File: src/rtl/trace_pkg.sv
// Shared definitions for the chromosome trace memory: reader state encoding
// and the byte layout of one 32-bit trace word (also used by the writer).
package trace_pkg;

  typedef enum logic [2:0] {
    ST_IDLE  = 3'd0,
    ST_FETCH = 3'd1,
    ST_SEND  = 3'd2,
    ST_DONE  = 3'd3,
    ST_CHECK = 3'd4
  } trace_state_e;

  localparam int TRACE_WORD_BYTES = 4;

  // Trace word layout: {input, 4'b0 + index, expected, output}
  localparam int FIELD_INPUT_MSB    = 31;
  localparam int FIELD_INPUT_LSB    = 24;
  localparam int FIELD_INDEX_MSB    = 23;
  localparam int FIELD_INDEX_LSB    = 16;
  localparam int FIELD_EXPECTED_MSB = 15;
  localparam int FIELD_EXPECTED_LSB = 8;
  localparam int FIELD_OUTPUT_MSB   = 7;
  localparam int FIELD_OUTPUT_LSB   = 0;

endpackage

File: src/rtl/trace_word_serializer.sv
// Turns one loaded 32-bit trace word into four MSB-first bytes on a
// valid/ready byte interface.
module trace_word_serializer
  import trace_pkg::*;
(
  input  logic        clk_i,
  input  logic        rst_i,
  input  logic        load_i,
  input  logic [31:0] word_i,
  input  logic        byte_ready_i,
  output logic [7:0]  byte_o,
  output logic        byte_valid_o,
  output logic        byte_fire_o,
  output logic        last_fire_o
);

  // Handshake: a byte transfers on any rising edge where byte_valid_o and
  // byte_ready_i are both high; byte_o is held unchanged until that edge.
  logic [31:0] shift_q, shift_d;
  logic [1:0]  idx_q, idx_d;
  logic        valid_q, valid_d;
  logic        last_byte;

  assign last_byte    = (idx_q == 2'(TRACE_WORD_BYTES - 1));
  assign byte_o       = shift_q[FIELD_INPUT_MSB:FIELD_INPUT_LSB];
  assign byte_valid_o = valid_q;
  assign byte_fire_o  = valid_q & byte_ready_i;
  assign last_fire_o  = byte_fire_o & last_byte;

  always_comb begin
    shift_d = shift_q;
    idx_d   = idx_q;
    valid_d = valid_q;
    if (load_i) begin
      shift_d = word_i;
      idx_d   = '0;
      valid_d = 1'b1;
    end else if (byte_fire_o) begin
      shift_d = {shift_q[23:0], 8'h00};
      idx_d   = idx_q + 2'd1;
      if (last_byte) valid_d = 1'b0;
    end
  end

  always_ff @(posedge clk_i) begin
    if (rst_i) begin
      shift_q <= '0;
      idx_q   <= '0;
      valid_q <= 1'b0;
    end else begin
      shift_q <= shift_d;
      idx_q   <= idx_d;
      valid_q <= valid_d;
    end
  end

endmodule

File: src/rtl/trace_memory_reader.sv
// Reads trace words 0..N-1 and streams them out as bytes to the host link.
// Define TRACE_READER_CHECKSUM_EN to append an 8-bit running-sum byte.
module trace_memory_reader
  import trace_pkg::*;
#(
  parameter int ADDR_WIDTH  = 16,
  parameter int MEM_LATENCY = 2,
  parameter int DATA_WIDTH  = 32
) (
  input  logic                  iClock,
  input  logic                  iReset,
  input  logic                  iStartRead,
  input  logic [ADDR_WIDTH-1:0] iWordCount,
  input  logic                  iDoneAck,
  output logic [ADDR_WIDTH-1:0] oMemAddress,
  input  logic [DATA_WIDTH-1:0] iMemQ,
  output logic [7:0]            oByte,
  output logic                  oByteValid,
  input  logic                  iByteReady,
  output logic                  oReadyToRead,
  output logic                  oDone,
  output logic [2:0]            oState
);

  if (DATA_WIDTH != 8 * TRACE_WORD_BYTES) begin : g_bad_width
    $error("trace_memory_reader: DATA_WIDTH must be 32");
  end
  if (MEM_LATENCY < 1 || MEM_LATENCY > 4) begin : g_bad_latency
    $error("trace_memory_reader: MEM_LATENCY must be 1..4");
  end

  localparam logic [2:0] LAT_LAST = 3'(MEM_LATENCY - 1);

`ifdef TRACE_READER_CHECKSUM_EN
  localparam trace_state_e END_STATE = ST_CHECK;
`else
  localparam trace_state_e END_STATE = ST_DONE;
`endif

  trace_state_e          state_q, state_d;
  logic [ADDR_WIDTH-1:0] addr_q, addr_d;
  logic [ADDR_WIDTH-1:0] count_q, count_d;
  logic [ADDR_WIDTH-1:0] addr_inc;
  logic [2:0]            lat_q, lat_d;
  logic                  ser_load;
  logic [7:0]            ser_byte;
  logic                  ser_valid;
  logic                  ser_fire;
  logic                  ser_last_fire;

`ifdef TRACE_READER_CHECKSUM_EN
  logic [7:0] sum_q, sum_d;
`endif

  assign addr_inc = addr_q + 1'b1;

  trace_word_serializer u_serializer (
    .clk_i        (iClock),
    .rst_i        (iReset),
    .load_i       (ser_load),
    .word_i       (iMemQ),
    .byte_ready_i (iByteReady),
    .byte_o       (ser_byte),
    .byte_valid_o (ser_valid),
    .byte_fire_o  (ser_fire),
    .last_fire_o  (ser_last_fire)
  );

  always_comb begin
    state_d  = state_q;
    addr_d   = addr_q;
    count_d  = count_q;
    lat_d    = lat_q;
    ser_load = 1'b0;
`ifdef TRACE_READER_CHECKSUM_EN
    sum_d = sum_q;
    if (ser_fire) sum_d = sum_q + ser_byte;
`endif
    case (state_q)
      ST_IDLE: begin
        if (iStartRead) begin
          count_d = iWordCount;
          addr_d  = '0;
          lat_d   = '0;
`ifdef TRACE_READER_CHECKSUM_EN
          sum_d = '0;
`endif
          // A zero count means no words at all, never 2^ADDR_WIDTH.
          state_d = (iWordCount == '0) ? END_STATE : ST_FETCH;
        end
      end
      ST_FETCH: begin
        if (lat_q == LAT_LAST) begin
          ser_load = 1'b1;
          lat_d    = '0;
          state_d  = ST_SEND;
        end else begin
          lat_d = lat_q + 3'd1;
        end
      end
      ST_SEND: begin
        if (ser_last_fire) begin
          if (addr_inc == count_q) begin
            state_d = END_STATE;
          end else begin
            addr_d  = addr_inc;
            state_d = ST_FETCH;
          end
        end
      end
`ifdef TRACE_READER_CHECKSUM_EN
      ST_CHECK: begin
        if (iByteReady) state_d = ST_DONE;
      end
`endif
      ST_DONE: begin
        if (iDoneAck) state_d = ST_IDLE;
      end
      default: state_d = ST_IDLE;
    endcase
  end

  always_ff @(posedge iClock) begin
    if (iReset) begin
      state_q <= ST_IDLE;
      addr_q  <= '0;
      count_q <= '0;
      lat_q   <= '0;
`ifdef TRACE_READER_CHECKSUM_EN
      sum_q   <= '0;
`endif
    end else begin
      state_q <= state_d;
      addr_q  <= addr_d;
      count_q <= count_d;
      lat_q   <= lat_d;
`ifdef TRACE_READER_CHECKSUM_EN
      sum_q   <= sum_d;
`endif
    end
  end

`ifdef TRACE_READER_CHECKSUM_EN
  assign oByte      = (state_q == ST_CHECK) ? sum_q : ser_byte;
  assign oByteValid = ser_valid | (state_q == ST_CHECK);
`else
  assign oByte      = ser_byte;
  assign oByteValid = ser_valid;
`endif

  assign oMemAddress  = addr_q;
  assign oReadyToRead = (state_q == ST_IDLE);
  assign oDone        = (state_q == ST_DONE);
  assign oState       = state_q;

endmodule

File: config.mk
export PLATFORM = sky130hd
export DESIGN_NAME = trace_memory_reader
export DESIGN_NICKNAME = d
export VERILOG_FILES = /design/src/rtl/trace_pkg.sv /design/src/rtl/trace_word_serializer.sv /design/src/rtl/trace_memory_reader.sv
export SDC_FILE = /design/constraint.sdc
export NUM_CORES = 1
export LEC_CHECK = 0
export BUFFER_PORTS_ARGS = -buffer_cell sky130_fd_sc_hd__buf_2
export CORE_UTILIZATION = 45
export DETAILED_ROUTE_END_ITERATION = 16
export HOLD_SLACK_MARGIN = 0.06
export PLACE_DENSITY = 0.68
export SYNTH_ARGS = -nofsm -noshare
export SYNTH_HDL_FRONTEND = slang
export SYNTH_SLANG_ARGS = --single-unit
File: constraint.sdc
create_clock -name iClock -period 3.7 [get_ports iClock]
set_input_delay 0.74 -clock iClock [delete_from_list [all_inputs] [get_ports iClock]]
set_output_delay 0.74 -clock iClock [all_outputs]
set_load 0.1 [all_outputs]
Word-level counts from Yosys, hierarchy flattened. Index checks and enable logic that the tools add are counted.

$add $sub $neg: 3. Reduce and logical (&&, ||, !) cells: 12. Bitwise logic cells: 2. Eq/ne operators: 11. Mux-type cells: 21.

Operator list (number): $mux W32 (2); $mux W16 (3); $pmux W16 S2 (1); $mux W3 (6); $add A16 B1 Y16 const B (1); $eq A16 B16 Y1 (1); $logic_not A16 Y1 (1); $pmux W3 S4 (1); $ne A2 B2 Y1 const B (5); $reduce_and A4 Y1 (2); $reduce_bool A2 Y1 (4); $eq A3 B1 Y1 const B (2); $eq A3 B2 Y1 const B (2); $pmux W3 S2 (1); $reduce_and A2 Y1 (3); $mux W1 (5); $mux W2 (2); $add A3 B1 Y3 const B (1); $logic_not A3 Y1 (1); $add A2 B1 Y2 const B (1); $and A1 B1 Y1 (2); $eq A2 B2 Y1 const B (1); $reduce_or A2 Y1 (1).

Word-level logic and storage cells: 56. Flip-flop bits (word level): 73. Output and inout port bits: 30. Input port bits: 53.

Depth between registers and ports, before layout.
Depth after elaboration: 5. Mapped depth: 9. Mapped depth without buffers: 8.

Hierarchy. From an unflattened synthesis, not the netlist that was laid out.

Cells, all modules: 537. Area total of the unflattened synthesis: 4322.9 um2.

Modules (own cells, without submodules): trace_memory_reader (times used 1, area an instance 2571.2 um2, sequential area each 740.7 um2, cells each 345); trace_word_serializer (times used 1, area an instance 1751.7 um2, sequential area each 700.7 um2, cells each 192).

Worst setup path after synthesis. OpenSTA, ideal clock, no wires.

Path type: reg2reg. Start: register addr_q[0], in the netlist oMemAddress[0]. End: register addr_q[11], in the netlist oMemAddress[11]. Path buffers: 1. Stages on the path, launching flop included: 9. Arrival time: 3.356 ns. Period minus slack after synthesis: 3.426 ns. Required time: 3.630 ns. Slack: 0.274 ns. Setup time: 0.070 ns. Cell sequence: dfxtp_1 -> nand4_1 -> nor4_1 -> nand3_1 -> xnor2_1 -> a41o_2 -> buf_6 -> or4_1 -> a21oi_1.

Longest elaborated chain between the ends: 4. Elaborated cells on any way between the ends: 7. Those cells by class: 1 x add/sub; 2 x eq/ne; 3 x mux; 1 x reduce/logical.

RTL lines: start, declared (RTL line trace_memory_reader.sv:41) `logic [ADDR_WIDTH-1:0] addr_q, addr_d;`; start signal, assigned (RTL line trace_memory_reader.sv:134) `addr_q <= addr_d;`; $add A16 B1 Y16 * (RTL line trace_memory_reader.sv:55) `assign addr_inc = addr_q + 1'b1;`; $eq A16 B16 Y1 or $mux W16 (tied branches) (RTL line trace_memory_reader.sv:103) `if (addr_inc == count_q) begin`; $ne A2 B2 Y1 (no source line) or $mux W16 (tied branches); $reduce_and A4 Y1 (no source line) or $pmux W16 S2 (tied branches).

Mark *: on every way between the ends. The rest lies on a longest branch, timed or not. The select of a mux whose other input is x is not followed. A chain may end at the register's enable or synchronous reset.

Worst setup path after layout.
Start: register addr_q[0], in the netlist oMemAddress[0]. End: register addr_q[9], in the netlist oMemAddress[9].

The elaborated chain is that of the path after synthesis.

==> results.md <==
- #FFs+latches synth: 72
- Max incr delay on CP: 0.57 ns
- Power Density: 414.5 nW/um^2
- All-Layer GR Usage: 22.25%
- Post-synth cell types: 58
- Later-pin clock latency in the skew report: 0.36 ns
- Layout Skew: 0.008387 ns
- Worst Max-Slew Pin Slew: 1.051 ns
- Max-Cap Viols: 0
- Hold-fix buffers, CTS: 0
- WP data arrival: 3.34 ns
- Synth Net Count: 536
- EDFF count, synth: 0
- Synth top area share: 38.21%
- Critical setup path kind: reg2reg
- Fmax: 327.1 MHz
- Synth area leaders: dfxtp_1 38%, nand2_1 10%, a21oi_1 6.9%, a311oi_1 5.8%, nor2_1 4.0%
- Worst EP required: 3.98 ns
- CTS tree: done
- Post-CTS Resized: 0
- Iteration-0 DRC Markers: 263
- Die Wd: 93.56 um
- Routed via count: 3597
- Startpoint Class: flop
- RR Endpoint: oMemAddress[9]
- First-pass GRT wire length: 15.28 mm
- Antenna violations before repair: 0
- Total core area: 8175 um^2
- Static Leakage: 0.001564 uW
- First-pass DRT Iterations: 4
- Dominant synthesized flop cell: dfxtp_1
- Critical Path End Type: flop
- Die Span Y: 93.56 um
- Final min period: 3.057 ns
- Asr flop ratio synth: 0%
- CTS Buf Count: 9
- Per-cell routed wire length: 14.87 um
- Syn avg cell area: 7.843 um^2
- Min-Delay Path Class: reg2reg
- Final setup vio count: 0
- R2R depth: 8
- Share of cells above drive strength 1: 21.34%
- Detailed-route wire length: 9.575 mm
- Relative slew slack: 29.93%
- Crit path to: oMemAddress[9]
- DP Wirelength: 6.577 mm
- Synth area leader: dfxtp_1
- Cell family with most CP delay: simple AND/OR/NAND/NOR gates
- Reg2Reg Setup Slack: 0.64 ns
- Clk pin slew, worst setup/hold paths: 0.08 ns
- Via/cell ratio: 5.585
- Vias in the first global route: 3193
- Slowest cell on the critical path: nor4_1
- DRT antenna net count: 0
- H-Tree Depth: 3
- Seq/Total Area, Yosys: 38.21%
- Port bufs: 81
- Largest net degree at the start of global routing: 58
- Max-slew violations: 0
- Routability Congestion: 0.8595
- Starting Density: 46.14%
- Nets@finish: 589
- Critical path, cell by cell: ha_1 -> nand3_1 -> nor4_1 -> xnor2_1 -> nor2_2 -> a41o_2 -> or4_1 -> a21oi_1
- CTS Root Cell: clkbuf_8
- Worst VDD drop: 0.2337 mV
- RR Startpoint: oMemAddress[0]
- Synth-to-Final Area Change: 13.13%
- Tcrit/Tclk final: 82.63%
- Number of remaining DRC errors: 0
- Clock buffer depth: 2
- Post-synthesis cell area: 3772 um^2
- Total overflow reported by the global router: 0
- Worst Setup SP: oMemAddress[0]
- Critical path depth: 8
- Die ar.: 8753 um^2
- Finished Core Util: 52.20%
- Yosys warns: 0
- Diode count: 0
- I/O pins: 83
- RSZ-0062 raised after global routing: no
- Status: completed
- Postcts setup bufs: 0
- Clock sink count: 72
- Setup tns final: 0 ns
- CP Max Fanout: 22
- # rows: 33
- Hold Fails Final Rpt: 0
- Cells after synthesis: 481
- Crit path buf inv count: 0
[cell usage in the layout, fill, tap and decap left out, types with 2 or more instances in the layout]
cell	synthesis	final
ha_1	2	2
a31oi_1	3	3
xor2_1	5	5
nor3_1	8	8
buf_2	1	81
nor2_1	40	40
nand2_1	100	100
and3_1	2	2
a21o_1	2	2
nand3b_1	3	3
nand4b_1	5	5
a311oi_1	25	25
nand4_1	8	8
nor3b_1	4	3
dfxtp_1	72	72
and2_1	4	4
nor2b_1	2	2
buf_4	10	5
nand3_1	20	20
a21oi_1	52	52
nor4_1	7	7
xnor2_1	17	17
or4_1	4	4
clkinv_2	0	3
or3_2	2	2
and4_1	2	2
o21ai_0	18	18
clkbuf_8	5	9
inv_1	4	4
[worst min-delay path: cells and delay by family (launching register included)]
kind / cells / cell delay [ns]
and+or+nand+nor: 1 / 0.05
DFF: 1 / 0.32
AOI/OAI and AO/OA: 1 / 0.05
[routing by layer]
layer / up-vias / global-route usage [%] / wire, um
met5: - / 0 / 0
met2: 86 / 32.72 / 4289
li1: 1809 / - / -
met4: 0 / 8.077 / 108
met3: 10 / 5.122 / 562
met1: 1692 / 31.54 / 4615
[through the flow]
stage	area (um^2)	hold WS [ns]	setup WS [ns]	total power [uW]	std cells
global placement	4074	0.4574	0.8593	1141	628
CTS	4268	0.4703	0.6801	1776	644
global route	4268	0.4848	0.4309	1850	644
floorplan	3772	0.4481	0.2739	1086	481
detailed placement	4074	0.4587	0.6831	1148	628
finish	4268	0.4675	0.6426	1769	644
[final cells by class]
class / instances / area [um^2]
clock buffers: 9 / 123.9
fillers: 805 / 3908
multi-input cells: 361 / 2043
flip-flops and latches: 72 / 1441
repair buffers: 86 / 442.9
inverters: 4 / 15.01
clock inverters: 7 / 70.07
well taps: 105 / 131.4
[cells in the mapped netlist, types with 2 or more instances]
| cell type | number |
|---|---|
| a21o_1 | 2 |
| a21oi_1 | 52 |
| a311oi_1 | 25 |
| a31oi_1 | 3 |
| and2_1 | 4 |
| and3_1 | 2 |
| and4_1 | 2 |
| buf_1 | 4 |
| buf_4 | 10 |
| buf_6 | 3 |
| clkbuf_1 | 20 |
| clkbuf_8 | 5 |
| dfxtp_1 | 72 |
| ha_1 | 2 |
| inv_1 | 4 |
| nand2_1 | 100 |
| nand3_1 | 20 |
| nand3b_1 | 3 |
| nand4_1 | 8 |
| nand4b_1 | 5 |
| nor2_1 | 40 |
| nor2b_1 | 2 |
| nor3_1 | 8 |
| nor3b_1 | 4 |
| nor4_1 | 7 |
| o21ai_0 | 18 |
| or3_2 | 2 |
| or4_1 | 4 |
| xnor2_1 | 17 |
| xor2_1 | 5 |
[kinds of logic after synthesis]
logic type,synth area share [%]
other,0.09941
adder cells (fa/ha/maj),0.6632
XOR/XNOR,5.108
buffers and inverters,7.761
flip-flops,38.21
AND/OR/NAND/NOR,27.99
AO/OA/AOI/OAI,19.90
multiplexers,0.2654
[how the worst min path moves through the flow]
stage	startpoint	end	slack, ns	depth (start not counted)
after CTS	u_serializer.shift_q[0]	u_serializer.shift_q[0]	0.47	2
after global placement	u_serializer.shift_q[7]	u_serializer.shift_q[7]	0.46	2
final	count_q[0]	count_q[0]	0.47	2
after global routing	u_serializer.shift_q[0]	u_serializer.shift_q[0]	0.48	2
after detailed placement	u_serializer.shift_q[0]	u_serializer.shift_q[0]	0.46	2
after floorplan	count_q[0]	count_q[0]	0.45	2
[report_power, final]
part,switching (uW),internal (uW)
logic,204,85.9
registers,31.8,810
clock network,327,311
total,562,1210
[state kept, by name (all words and copies together) (netlist names)]
signal,flops
u_serializer.byte_valid_o,1
lat_q,3
oMemAddress,16
u_serializer.idx_q,2
count_q,16
u_serializer.shift_q,32
oState,2
No activity file was read; power rests on OpenSTA's default activity.
